### src/rtl/fpu_issue_ctrl_pkg.sv
// Shared types for the FP issue controller: operation encoding, controller
// state, the latched request record and the rounding-mode helper.
package fpu_issue_ctrl_pkg;

  typedef enum logic [4:0] {
    FPU_FMADD     = 5'd0,
    FPU_FMSUB     = 5'd1,
    FPU_FNMADD    = 5'd2,
    FPU_FNMSUB    = 5'd3,
    FPU_FADD      = 5'd4,
    FPU_FSUB      = 5'd5,
    FPU_FMUL      = 5'd6,
    FPU_FDIV      = 5'd7,
    FPU_FSQRT     = 5'd8,
    FPU_FSGNJ     = 5'd9,
    FPU_FMINMAX   = 5'd10,
    FPU_FCMP      = 5'd11,
    FPU_FCLASS    = 5'd12,
    FPU_FMV_X_F   = 5'd13,
    FPU_FMV_F_X   = 5'd14,
    FPU_FCVT_F2I  = 5'd15,
    FPU_FCVT_I2F  = 5'd16,
    FPU_FCVT_F2F  = 5'd17
  } fpu_operation_type;

  typedef enum logic [2:0] {
    IDLE  = 3'd0,
    ISSUE = 3'd1,
    WAIT  = 3'd2,
    RESP  = 3'd3,
    DRAIN = 3'd4
  } fpu_issue_state_t;

  // Dynamic rounding-mode encoding in the instruction rm field.
  localparam logic [2:0] RM_DYN = 3'b111;

  // Operation as handed to the hub; rm is already resolved against frm.
  typedef struct packed {
    logic [63:0]       data1;
    logic [63:0]       data2;
    logic [63:0]       data3;
    fpu_operation_type op;
    logic [1:0]        fmt;
    logic [2:0]        rm;
  } fpu_hub_req_t;

  // True for operations whose funct3 field is a rounding mode.
  function automatic logic fpu_op_uses_rm(input fpu_operation_type op);
    case (op)
      FPU_FMADD, FPU_FMSUB, FPU_FNMADD, FPU_FNMSUB,
      FPU_FADD, FPU_FSUB, FPU_FMUL, FPU_FDIV, FPU_FSQRT,
      FPU_FCVT_F2I, FPU_FCVT_I2F, FPU_FCVT_F2F: return 1'b1;
      default:                                 return 1'b0;
    endcase
  endfunction

endpackage

### src/rtl/fpu_issue_ctrl_if.sv
// Request/result link between the issue controller (master) and fpu_hub
// (slave).
interface fpu_issue_ctrl_if;
  import fpu_issue_ctrl_pkg::*;

  logic              hub_enable;
  logic [63:0]       hub_data1;
  logic [63:0]       hub_data2;
  logic [63:0]       hub_data3;
  fpu_operation_type hub_op;
  logic [1:0]        hub_fmt;
  logic [2:0]        hub_rm;
  logic              hub_clear;
  logic [63:0]       hub_result;
  logic [4:0]        hub_flags;
  logic              hub_ready;

  modport master (
    output hub_enable, hub_data1, hub_data2, hub_data3,
           hub_op, hub_fmt, hub_rm, hub_clear,
    input  hub_result, hub_flags, hub_ready
  );

  modport slave (
    input  hub_enable, hub_data1, hub_data2, hub_data3,
           hub_op, hub_fmt, hub_rm, hub_clear,
    output hub_result, hub_flags, hub_ready
  );

endinterface

### src/rtl/fpu_issue_ctrl_rm_resolve.sv
// Rounding-mode resolution: substitutes frm for a dynamic rm on operations
// that round, and flags reserved modes on those operations. Operations that
// use funct3 for something else pass it through untouched and are never
// illegal here.
module fpu_rm_resolve
  import fpu_issue_ctrl_pkg::*;
(
  input  fpu_operation_type op,
  input  logic [2:0]        rm,
  input  logic [2:0]        frm,
  output logic [2:0]        rm_eff,
  output logic              illegal
);

  logic uses_rm;

  assign uses_rm = fpu_op_uses_rm(op);
  assign rm_eff  = (uses_rm && (rm == RM_DYN)) ? frm : rm;
  // Encodings 5..7 are reserved (7 after substitution means frm itself was DYN).
  assign illegal = uses_rm && (rm_eff >= 3'd5);

endmodule

### src/rtl/fpu_issue_ctrl.sv
// FP issue controller: accepts one op from the issue stage, issues it to
// fpu_hub with a one-cycle enable, waits for completion (with timeout), and
// presents the result on a valid/ready writeback port. Flush kills the op;
// a flush of an op already running in the hub holds hub_clear for a fixed
// drain window so no stale completion leaks into the next op.
module fpu_issue_ctrl
  import fpu_issue_ctrl_pkg::*;
#(
  parameter int TAG_W        = 5,
  parameter int TIMEOUT      = 64,
  parameter int DRAIN_CYCLES = 40
) (
  input  logic              clk,
  input  logic              rst_n,

  input  logic              req_valid,
  output logic              req_ready,
  input  logic [63:0]       req_data1,
  input  logic [63:0]       req_data2,
  input  logic [63:0]       req_data3,
  input  fpu_operation_type req_op,
  input  logic [1:0]        req_fmt,
  input  logic [2:0]        req_rm,
  input  logic [TAG_W-1:0]  req_tag,
  input  logic [2:0]        frm,
  input  logic              flush,

  fpu_issue_ctrl_if.master  hub,

  output logic              wb_valid,
  input  logic              wb_ready,
  output logic [63:0]       wb_result,
  output logic [4:0]        wb_flags,
  output logic [TAG_W-1:0]  wb_tag,
  output logic              wb_illegal,
  output logic              wb_timeout,
  output logic              fflags_we,
  output logic [4:0]        fflags_set
);

  localparam int CNT_MAX = (TIMEOUT > DRAIN_CYCLES) ? TIMEOUT : DRAIN_CYCLES;
  localparam int CNT_W   = $clog2(CNT_MAX + 1);

  localparam logic [CNT_W-1:0] CNT_TIMEOUT_LAST = CNT_W'(TIMEOUT - 1);
  localparam logic [CNT_W-1:0] CNT_DRAIN_LAST   = CNT_W'(DRAIN_CYCLES - 1);

  fpu_issue_state_t   state;
  logic [CNT_W-1:0]   cnt;
  fpu_hub_req_t       op_q;
  logic [TAG_W-1:0]   op_tag_q;

  logic [2:0]         rs_rm_eff;
  logic               rs_illegal;

  logic               accept;
  logic               wb_hs;
  logic               in_issue;
  logic               timeout_hit;

  fpu_rm_resolve u_rm_resolve (
    .op      (req_op),
    .rm      (req_rm),
    .frm     (frm),
    .rm_eff  (rs_rm_eff),
    .illegal (rs_illegal)
  );

  // In RESP a new op can be taken in the same cycle the result is consumed.
  assign req_ready   = (state == IDLE) || ((state == RESP) && wb_ready);
  assign accept      = req_valid && req_ready && !flush;
  assign wb_hs       = (state == RESP) && wb_ready && !flush;
  assign in_issue    = (state == ISSUE);
  assign timeout_hit = (state == WAIT) && !flush && !hub.hub_ready &&
                       (cnt == CNT_TIMEOUT_LAST);

  // Hub request lines are live only during the single ISSUE cycle.
  assign hub.hub_enable = in_issue;
  assign hub.hub_data1  = in_issue ? op_q.data1 : 64'd0;
  assign hub.hub_data2  = in_issue ? op_q.data2 : 64'd0;
  assign hub.hub_data3  = in_issue ? op_q.data3 : 64'd0;
  assign hub.hub_op     = in_issue ? op_q.op    : fpu_operation_type'(5'd0);
  assign hub.hub_fmt    = in_issue ? op_q.fmt   : 2'd0;
  assign hub.hub_rm     = in_issue ? op_q.rm    : 3'd0;
  assign hub.hub_clear  = (in_issue && flush) || timeout_hit || (state == DRAIN);

  assign wb_valid   = (state == RESP);
  assign fflags_we  = wb_hs && !wb_illegal;
  assign fflags_set = wb_flags;

  // Control FSM with op and writeback registers.
  always_ff @(posedge clk or negedge rst_n) begin
    if (!rst_n) begin
      state      <= IDLE;
      cnt        <= '0;
      op_q       <= '0;
      op_tag_q   <= '0;
      wb_result  <= 64'd0;
      wb_flags   <= 5'd0;
      wb_tag     <= '0;
      wb_illegal <= 1'b0;
      wb_timeout <= 1'b0;
    end else begin
      case (state)
        IDLE: ;  // acceptance handled below

        ISSUE: begin
          if (flush) begin
            state <= IDLE;
          end else if (hub.hub_ready) begin
            wb_result  <= hub.hub_result;
            wb_flags   <= hub.hub_flags;
            wb_tag     <= op_tag_q;
            wb_illegal <= 1'b0;
            wb_timeout <= 1'b0;
            state      <= RESP;
          end else begin
            cnt   <= '0;
            state <= WAIT;
          end
        end

        WAIT: begin
          if (flush) begin
            cnt   <= '0;
            state <= DRAIN;
          end else if (hub.hub_ready) begin
            wb_result  <= hub.hub_result;
            wb_flags   <= hub.hub_flags;
            wb_tag     <= op_tag_q;
            wb_illegal <= 1'b0;
            wb_timeout <= 1'b0;
            state      <= RESP;
          end else if (cnt == CNT_TIMEOUT_LAST) begin
            wb_result  <= 64'd0;
            wb_flags   <= 5'd0;
            wb_tag     <= op_tag_q;
            wb_illegal <= 1'b0;
            wb_timeout <= 1'b1;
            state      <= RESP;
          end else begin
            cnt <= cnt + 1'b1;
          end
        end

        RESP: begin
          if (flush || wb_ready) state <= IDLE;
        end

        DRAIN: begin
          if (flush) begin
            cnt <= '0;
          end else if (cnt == CNT_DRAIN_LAST) begin
            cnt   <= '0;
            state <= IDLE;
          end else begin
            cnt <= cnt + 1'b1;
          end
        end

        default: state <= IDLE;
      endcase

      // A new op from IDLE or from RESP overrides the transition chosen above.
      if (accept) begin
        op_q.data1 <= req_data1;
        op_q.data2 <= req_data2;
        op_q.data3 <= req_data3;
        op_q.op    <= req_op;
        op_q.fmt   <= req_fmt;
        op_q.rm    <= rs_rm_eff;
        op_tag_q   <= req_tag;
        if (rs_illegal) begin
          wb_result  <= 64'd0;
          wb_flags   <= 5'd0;
          wb_tag     <= req_tag;
          wb_illegal <= 1'b1;
          wb_timeout <= 1'b0;
          state      <= RESP;
        end else begin
          state <= ISSUE;
        end
      end
    end
  end

endmodule

### src/flat_wrapper.sv
// flat-port wrapper written by rule: the top's interface ports become plain ports
module fpu_issue_ctrl_flat import fpu_issue_ctrl_pkg::*;
#(
  parameter int TAG_W        = 5,
  parameter int TIMEOUT      = 64,
  parameter int DRAIN_CYCLES = 40
)
  (clk, rst_n, req_valid, req_ready, req_data1, req_data2, req_data3, req_op, req_fmt, req_rm, req_tag, frm, flush, wb_valid, wb_ready, wb_result, wb_flags, wb_tag, wb_illegal, wb_timeout, fflags_we, fflags_set, hub_hub_enable, hub_hub_data1, hub_hub_data2, hub_hub_data3, hub_hub_op, hub_hub_fmt, hub_hub_rm, hub_hub_clear, hub_hub_result, hub_hub_flags, hub_hub_ready);
  fpu_issue_ctrl_if hub_i ();
  input  logic clk;
  input  logic rst_n;
  input  logic req_valid;
  output logic req_ready;
  input  logic [63:0] req_data1;
  input  logic [63:0] req_data2;
  input  logic [63:0] req_data3;
  input  fpu_operation_type req_op;
  input  logic [1:0] req_fmt;
  input  logic [2:0] req_rm;
  input  logic [TAG_W-1:0] req_tag;
  input  logic [2:0] frm;
  input  logic flush;
  output logic wb_valid;
  input  logic wb_ready;
  output logic [63:0] wb_result;
  output logic [4:0] wb_flags;
  output logic [TAG_W-1:0] wb_tag;
  output logic wb_illegal;
  output logic wb_timeout;
  output logic fflags_we;
  output logic [4:0] fflags_set;
  output wire logic [$bits(hub_i.hub_enable)-1:0] hub_hub_enable;
  output wire logic [$bits(hub_i.hub_data1)-1:0] hub_hub_data1;
  output wire logic [$bits(hub_i.hub_data2)-1:0] hub_hub_data2;
  output wire logic [$bits(hub_i.hub_data3)-1:0] hub_hub_data3;
  output wire logic [$bits(hub_i.hub_op)-1:0] hub_hub_op;
  output wire logic [$bits(hub_i.hub_fmt)-1:0] hub_hub_fmt;
  output wire logic [$bits(hub_i.hub_rm)-1:0] hub_hub_rm;
  output wire logic [$bits(hub_i.hub_clear)-1:0] hub_hub_clear;
  input wire logic [$bits(hub_i.hub_result)-1:0] hub_hub_result;
  input wire logic [$bits(hub_i.hub_flags)-1:0] hub_hub_flags;
  input wire logic [$bits(hub_i.hub_ready)-1:0] hub_hub_ready;
  assign hub_hub_enable = hub_i.hub_enable;
  assign hub_hub_data1 = hub_i.hub_data1;
  assign hub_hub_data2 = hub_i.hub_data2;
  assign hub_hub_data3 = hub_i.hub_data3;
  assign hub_hub_op = hub_i.hub_op;
  assign hub_hub_fmt = hub_i.hub_fmt;
  assign hub_hub_rm = hub_i.hub_rm;
  assign hub_hub_clear = hub_i.hub_clear;
  assign hub_i.hub_result = hub_hub_result;
  assign hub_i.hub_flags = hub_hub_flags;
  assign hub_i.hub_ready = hub_hub_ready;
  fpu_issue_ctrl #(.TAG_W(TAG_W), .TIMEOUT(TIMEOUT), .DRAIN_CYCLES(DRAIN_CYCLES)) u_core (.clk(clk), .rst_n(rst_n), .req_valid(req_valid), .req_ready(req_ready), .req_data1(req_data1), .req_data2(req_data2), .req_data3(req_data3), .req_op(req_op), .req_fmt(req_fmt), .req_rm(req_rm), .req_tag(req_tag), .frm(frm), .flush(flush), .hub(hub_i), .wb_valid(wb_valid), .wb_ready(wb_ready), .wb_result(wb_result), .wb_flags(wb_flags), .wb_tag(wb_tag), .wb_illegal(wb_illegal), .wb_timeout(wb_timeout), .fflags_we(fflags_we), .fflags_set(fflags_set));
endmodule
### config.mk
export PLATFORM = sky130hd
export DESIGN_NAME = fpu_issue_ctrl_flat
export DESIGN_NICKNAME = d
export VERILOG_FILES = /design/src/rtl/fpu_issue_ctrl_pkg.sv /design/src/rtl/fpu_issue_ctrl_if.sv /design/src/rtl/fpu_issue_ctrl_rm_resolve.sv /design/src/rtl/fpu_issue_ctrl.sv /design/src/flat_wrapper.sv
export SDC_FILE = /design/constraint.sdc
export NUM_CORES = 1
export LEC_CHECK = 0
export CORE_ASPECT_RATIO = 0.75
export CORE_UTILIZATION = 24
export CTS_BUF_LIST = sky130_fd_sc_hd__clkbuf_8
export DETAILED_ROUTE_END_ITERATION = 12
export SYNTH_ARGS = -nofsm -noshare
export SYNTH_HDL_FRONTEND = slang
export SYNTH_SLANG_ARGS = --single-unit
export TNS_END_PERCENT = 30
### constraint.sdc
create_clock -name clk -period 2.78 [get_ports clk]
set_clock_uncertainty 0.05 [all_clocks]
set_input_delay 0.417 -clock clk [delete_from_list [all_inputs] [get_ports clk]]
set_output_delay 0.417 -clock clk [all_outputs]
set_load 0.005 [all_outputs]
==> results.toml, run 1 <==
[sta]
drv_slew = 0
tightestPinTransition_ns = 0.7586
fin_ws_ns = -0.1353
rsz0062_at_grt = "yes"
hold_viol = 0
fin_crit_ns = 2.915
setup_violations = 38
fmax_ghz = 0.3430
slew_headroom_pct = 49.43
fin_crit_sh_pct = 104.9

[floorplanning]
rows = 73
die_w_um = 269.7
start_util_pct = 24.31
placeableCoreArea_um2 = 53070
die_h_um = 202.8
io_pins = 573
die-area_um2 = 54700

[worst_setup_path]
critPathCaptureType = "primary output"
crit_fanout = 10
slowest_stage = "or4b_4"
start_kind = "flop"
cp.arrival_ns = 2.45
crit_buf_inv = 2
worstPathRequired_ns = 2.31
cp_top_family = "buffers and inverters"
slowest_delay_ns = 0.51
path_cells = "buf_4 > or4b_4 > nor2_4 > a22o_1 > clkdlybuf4s50_1"
timing.setup.critical_path_class = "reg2out"

[logic_synthesis]
synth.distinct_cells = 47
avgSynthCellArea_um2 = 8.806
yosys_warnings = 0
synth-edff-count = 0
synth_nets = 1751
yosysSeqAreaShare_pct = 56.83
ys.flop_type = "dfrtp_1"
synthCells = 1465
ys_async_sr_fraction_pct = 100.0
synth_seq_cells = 293
syn_area_um2 = 12900

[global_route]
antenna_found_initial = 8
top_usage_layer = "met2"
grt_use_met2_pct = 27.06
use_met1_pct = 20.78
gr-usage-all-layers_pct = 16.59
grt_pass1_wl_um = 71280
grt_util_met3_pct = 5.169
grt_pass1_vias = 12400
grt_max_degree = 106
gr-total-overflow = 0

[drt]
wire_per_inst_um = 17.02
drt_pass1_iterations = 5
drt_iter0_markers = 657
vias = 12070
antenna_left = 0
remaining_drc_errors = 0
wirelength_um = 47650
viasPerCell = 4.312

[placement]
dpl_cell_area_um2 = 19500
gp_congestion = 0.8704
hpwlAfterDp_um = 31450
io_buffers = 572

[layout]
finalInstanceArea_um2 = 21150
area_growth_pct = 63.91
final_nets = 2332
final_layout_size_suffix_gt1_share_pct = 9.501

[cts]
clk_path_buf_depth = 3
cts_buffers = 52
clkLatencyLatePin_ns = 0.60
cts_sinks = 293
tritoncts = "done"
clkTransAtPathRegs_ns = 0.07
root_buffer = "clkbuf_8"
htreeDepth = 2

[pwr]
leakagePower_nw = 11.86
ir_drop_v = 0.0004241
p_per_area_nw_per_um2 = 963.0
total_power_mw = 20.36

[run_status]
violations = "setup timing"
status = "finished, violations left"

[worst_hold_path]
hold_path_class = "in2reg"

[job]
max_cap_viol_count = 0
==> registers in the layout (all words and copies together), names as in the netlist <==
name / cells
u_core.cnt: 7
u_core.fflags_set: 5
u_core.op_q: 202
u_core.op_tag_q: 5
u_core.state: 3
u_core.wb_illegal: 1
u_core.wb_result: 64
u_core.wb_tag: 5
u_core.wb_timeout: 1
==> what timing repair did <==
action,CTS,global route
setup endpoints to repair,206,162
setup buffers,8,6
hold buffers,1,0
gates cloned,4,5
resized for setup,81,178
pin swaps,1,6
hold endpoints to repair,61,0
==> placed cells by master, fill, tap and decap left out, drive strengths merged, types with 3 or more instances in the layout <==
| master | n |
|---|---|
| a21oi | 4 |
| a22o | 6 |
| a22oi | 69 |
| and2 | 202 |
| and3 | 4 |
| buf | 58 |
| clkbuf | 91 |
| clkdlybuf4s15 | 4 |
| clkdlybuf4s50 | 408 |
| clkinv | 10 |
| dfrtp | 293 |
| diode | 3 |
| dlygate4sd2 | 26 |
| dlymetal6s2s | 107 |
| inv | 19 |
| mux2 | 11 |
| nand2 | 623 |
| nand2b | 3 |
| nand3 | 6 |
| nor2 | 85 |
| nor2b | 3 |
| nor3 | 5 |
| nor4 | 3 |
| o211ai | 3 |
| o21ai | 5 |
| o22ai | 5 |
| or2 | 3 |
==> cells in the mapped netlist, drive strengths merged, types with 2 or more instances <==
cell type	count	area (um2)
a21oi	4	20.02
mux2i	2	20.02
nand2	623	2338
inv	6	22.52
or2	3	18.77
o211a	2	20.02
nor2	85	319.1
nor3	5	30.03
nor2b	3	18.77
a22oi	69	518.0
and2	202	1264
and3	4	25.02
a221oi	2	17.52
nor4	3	18.77
dfrtp	293	7332
a22o	6	52.55
o21ai	5	25.02
nand2b	3	18.77
nand3	6	30.03
o22ai	5	31.28
o211ai	3	22.52
clkbuf	70	262.8
buf	32	177.7
mux2	11	135.1
==> final timing paths <==
kind,start,end,slack [ns],depth (start not counted)
hold / removal,req_data3[21],u_core.op_q[31],0.29,3
setup reg to reg,u_core.state[0],u_core.wb_result[35],0.35,8
min in group asynchronous,rst_n,u_core.op_q[109],0.34,2
hold reg to reg,u_core.op_q[136],u_core.op_q[136],0.41,2
max in group asynchronous,rst_n,u_core.op_q[93],1.53,3
setup / recovery,u_core.state[2],hub_hub_clear,-0.14,5
==> final cells by class <==
type,count,area (um2)
timing repair buffer,629,6648
inverter,6,22.52
tap,712,890.9
clock inverter,25,140.1
antenna,3,7.507
clock buffer,67,922.1
multi-input combinational,1064,5181
sequential,293,7335
fill,5211,31920
==> cell families (layout without fill, tap and decap cells) <==
kind of cell	Yosys count	after routing	synth area share, %
other	0	3	0
buffers and inverters	108	727	3.588
AO/OA/AOI/OAI	105	105	6.091
adder cells (fa/ha/maj)	1	1	0.09697
multiplexers	13	13	1.203
AND/OR/NAND/NOR	943	943	32.05
XOR/XNOR	2	2	0.1358
flip-flops	293	293	56.83
==> power by group <==
part	internal, mW	leakage, nW	switching [mW]
Sequential	6.16	3.69	1.03
Combinational	4.90	7.56	4.13
Clock	2.25	0.605	1.90
Total	13.3	11.9	7.05
==> tightest hold or removal path: cells and delay by family <==
kind / cells / cell delay, ns
AND/OR/NAND/NOR: 2 / 0.09
buffers and inverters: 1 / 0.39
==> layer usage <==
layer,vias up,wire (um)
met3,88,3528
li1,5780,-
met2,427,22400
met5,-,39
met4,6,1295
met1,5768,20390
==> per-stage QoR <==
stage | setup WS [ns] | setup TNS [ns] | std cells | hold slack (ns) | utilization (%)
3_5_place_dp | -0.02890 | -0.07278 | 2680 | 0.4037 | 36.75
4_1_cts | -0.2518 | -22.73 | 2785 | 0.2093 | 39.12
5_1_grt | -0.2412 | -8.013 | 2797 | 0.2325 | 39.84
3_3_place_gp | 0.05401 | 0 | 2680 | 0.3836 | 36.75
2_1_floorplan | 0.6357 | 0 | 1465 | 0.07141 | -
6_report | -0.1353 | -2.619 | 2799 | 0.2895 | 39.85
No activity file was read; power rests on OpenSTA's default activity.
==> run 2: changes to the inputs <==
--- a/config.mk
+++ b/config.mk
@@ -9,6 +9,7 @@
 export CORE_UTILIZATION = 24
 export CTS_BUF_LIST = sky130_fd_sc_hd__clkbuf_8
 export DETAILED_ROUTE_END_ITERATION = 12
+export RECOVER_POWER = 100
 export SYNTH_ARGS = -nofsm -noshare
 export SYNTH_HDL_FRONTEND = slang
 export SYNTH_SLANG_ARGS = --single-unit
==> results.toml, run 2 (synthesis gave the netlist of run 1 again) <==
[run_status]
status = "finished, violations left"
violations = "capacitance limit, slew limit, setup timing"

[pwr]
ir_drop_v = 0.0004231
p_clk_share_pct = 20.9
p_int_mw = 12.81
seq_power_share_pct = 36.2
leakagePower_nw = 11.80
p_sw_share_pct = 35.29
total_power_mw = 19.80
p_sw_mw = 6.988
combPwrFrac_pct = 42.9
p_per_area_nw_per_um2 = 948.5

[worst_setup_path]
slowest_stage = "or4b_4"
crit_buf_inv = 2
crit_fanout = 10
cp_top_family = "buffers and inverters"
reg2reg_from = "u_core.state[1]"
timing.setup.critical_path_class = "reg2out"
slowest_delay_ns = 0.51
regToRegSetupSlack_ns = 0.19
reg2regPathDepth = 7
regToRegEndpoint = "u_core.wb_result[55]"
critPathCaptureType = "primary output"
worstPathRequired_ns = 2.31
path_cells = "buf_4 > or4b_4 > nor2_4 > a22o_1 > clkdlybuf4s50_1"
start_kind = "flop"
cp.arrival_ns = 2.44

[drt]
antenna_left = 0
vias = 12100
wire_per_inst_um = 17.03
drt_pass1_iterations = 5
wirelength_um = 47660
viasPerCell = 4.322
drt_iter0_markers = 693
remaining_drc_errors = 0

[floorplanning]
start_util_pct = 24.31
rows = 73
die-area_um2 = 54700
die_h_um = 202.8
placeableCoreArea_um2 = 53070
io_pins = 573
die_w_um = 269.7

[layout]
reg_top3 = "u_core.op_q: 202 flops, u_core.wb_result: 64 flops, u_core.cnt: 7 flops"
final_common_cell = "nand2_1"
area_growth_pct = 61.82
final_nets = 2332
largest_register_ffs = 202
final_cell_mix = "nand2_1 (623), clkdlybuf4s50_1 (327), dfrtp_1 (291)"
regMostFlops = "u_core.op_q"
final_layout_size_suffix_gt1_share_pct = 9.261
instances_no_fill = 2799

[sta]
fin_hold_ws_ns = 0.2885
fin_crit_sh_pct = 104.6
fin_crit_ns = 2.907
fin_ws_ns = -0.1268
slew_headroom_pct = -30.02
rsz0062_at_grt = "yes"
setup_violations = 62
hold_viol = 0
fmax_ghz = 0.3440
finalSetupTns_ns = -1.884
tightestPinTransition_ns = 1.950
drv_slew = 69

[cts]
tritoncts = "done"
clkTransAtPathRegs_ns = 0.06
htreeDepth = 2
cts_sinks = 293
clk_path_buf_depth = 3
cts_buffers = 52
root_buffer = "clkbuf_8"
clkLatencyLatePin_ns = 0.60

[global_route]
grt_pass1_wl_um = 71280
grt_pass1_vias = 12400
antenna_found_initial = 8
gr-usage-all-layers_pct = 16.59
grt_max_degree = 106
gr-total-overflow = 0

[placement]
dpl.cell_count = 2680
hpwlAfterDp_um = 31450
gp_congestion = 0.8704
io_buffers = 572

[worst_hold_path]
hold_path_class = "in2reg"
worstHoldStart = "req_data2[48]"
whs_path_depth = 3
hold_end = "u_core.op_q[122]"

[job]
max_cap_viol_count = 1
==> run 2: how the worst max path moves through the flow <==
stage               startpoint           endpoint  cells after the start
2_1_floorplan            flush   u_core.wb_tag[1]                      7
3_5_place_dp             flush  u_core.wb_timeout                      9
3_3_place_gp             flush  u_core.wb_timeout                      9
4_1_cts        u_core.state[2]  hub_hub_data2[13]                      7
6_report       u_core.state[2]      hub_hub_clear                      5
5_1_grt        u_core.state[2]      hub_hub_clear                      5
==> run 2: per-stage QoR <==
step / setup slack (ns) / util [%] / area, um2
after detailed placement: -0.02890 / 36.75 / 19500
after floorplan: 0.6357 / - / 12900
after CTS: -0.2518 / 39.12 / 20760
after global routing: -0.2412 / 39.33 / 20870
final: -0.1268 / 39.34 / 20880
after global placement: 0.05401 / 36.75 / 19500
==> run 2: cell type report <==
cell class	instances	area, um2
fill	5253	32190
sequential	293	7335
timing repair buffer	629	6385
multi-input combinational	1064	5174
clock buffer	67	922.1
tap	712	890.9
clock inverter	25	140.1
inverter	6	22.52
antenna	3	7.507
==> run 2: worst register-to-register path: cells and delay by family, from the launching register on <==
kind | cells | cell delay, ns
compound gates | 3 | 0.75
buf+inv | 2 | 0.69
simple gates | 2 | 0.47
flops | 1 | 0.47
==> run 2: timing repair <==
action,in CTS,in global routing
buffers inserted,8,6
gates resized for setup,81,178
cloned,4,5
endpoints found under the setup margin,206,162
hold endpoints to repair,61,0
hold buffers,1,0
pin swaps,1,6
==> run 2: per-layer routing <==
metal	up-vias	part of all wire (%)	routed length, um	global-route usage, %
met5	-	0.082	39	0
met4	6	2.6	1248	5.601
met3	85	7.3	3466	5.169
met2	408	47	22510	27.06
met1	5816	43	20400	20.78
li1	5782	-	-	-
==> run 2: power groups by stage <==
stage	registers (mW)	logic [mW]	clock network, mW
after floorplan	6.94	3.86	0
after global placement	7.19	8.36	0
after detailed placement	7.22	8.48	0
after CTS	7.19	8.91	4.33
after global routing	7.39	9.43	4.52
final	7.17	8.49	4.14
==> run 3: changes to the inputs <==
--- a/config.mk
+++ b/config.mk
@@ -9,7 +9,6 @@
 export CORE_UTILIZATION = 24
 export CTS_BUF_LIST = sky130_fd_sc_hd__clkbuf_8
 export DETAILED_ROUTE_END_ITERATION = 12
-export RECOVER_POWER = 100
 export SYNTH_ARGS = -nofsm -noshare
 export SYNTH_HDL_FRONTEND = slang
 export SYNTH_SLANG_ARGS = --single-unit
==> results of run 3 <==
Final layout, timing and power as in run 1 (identical DEF).
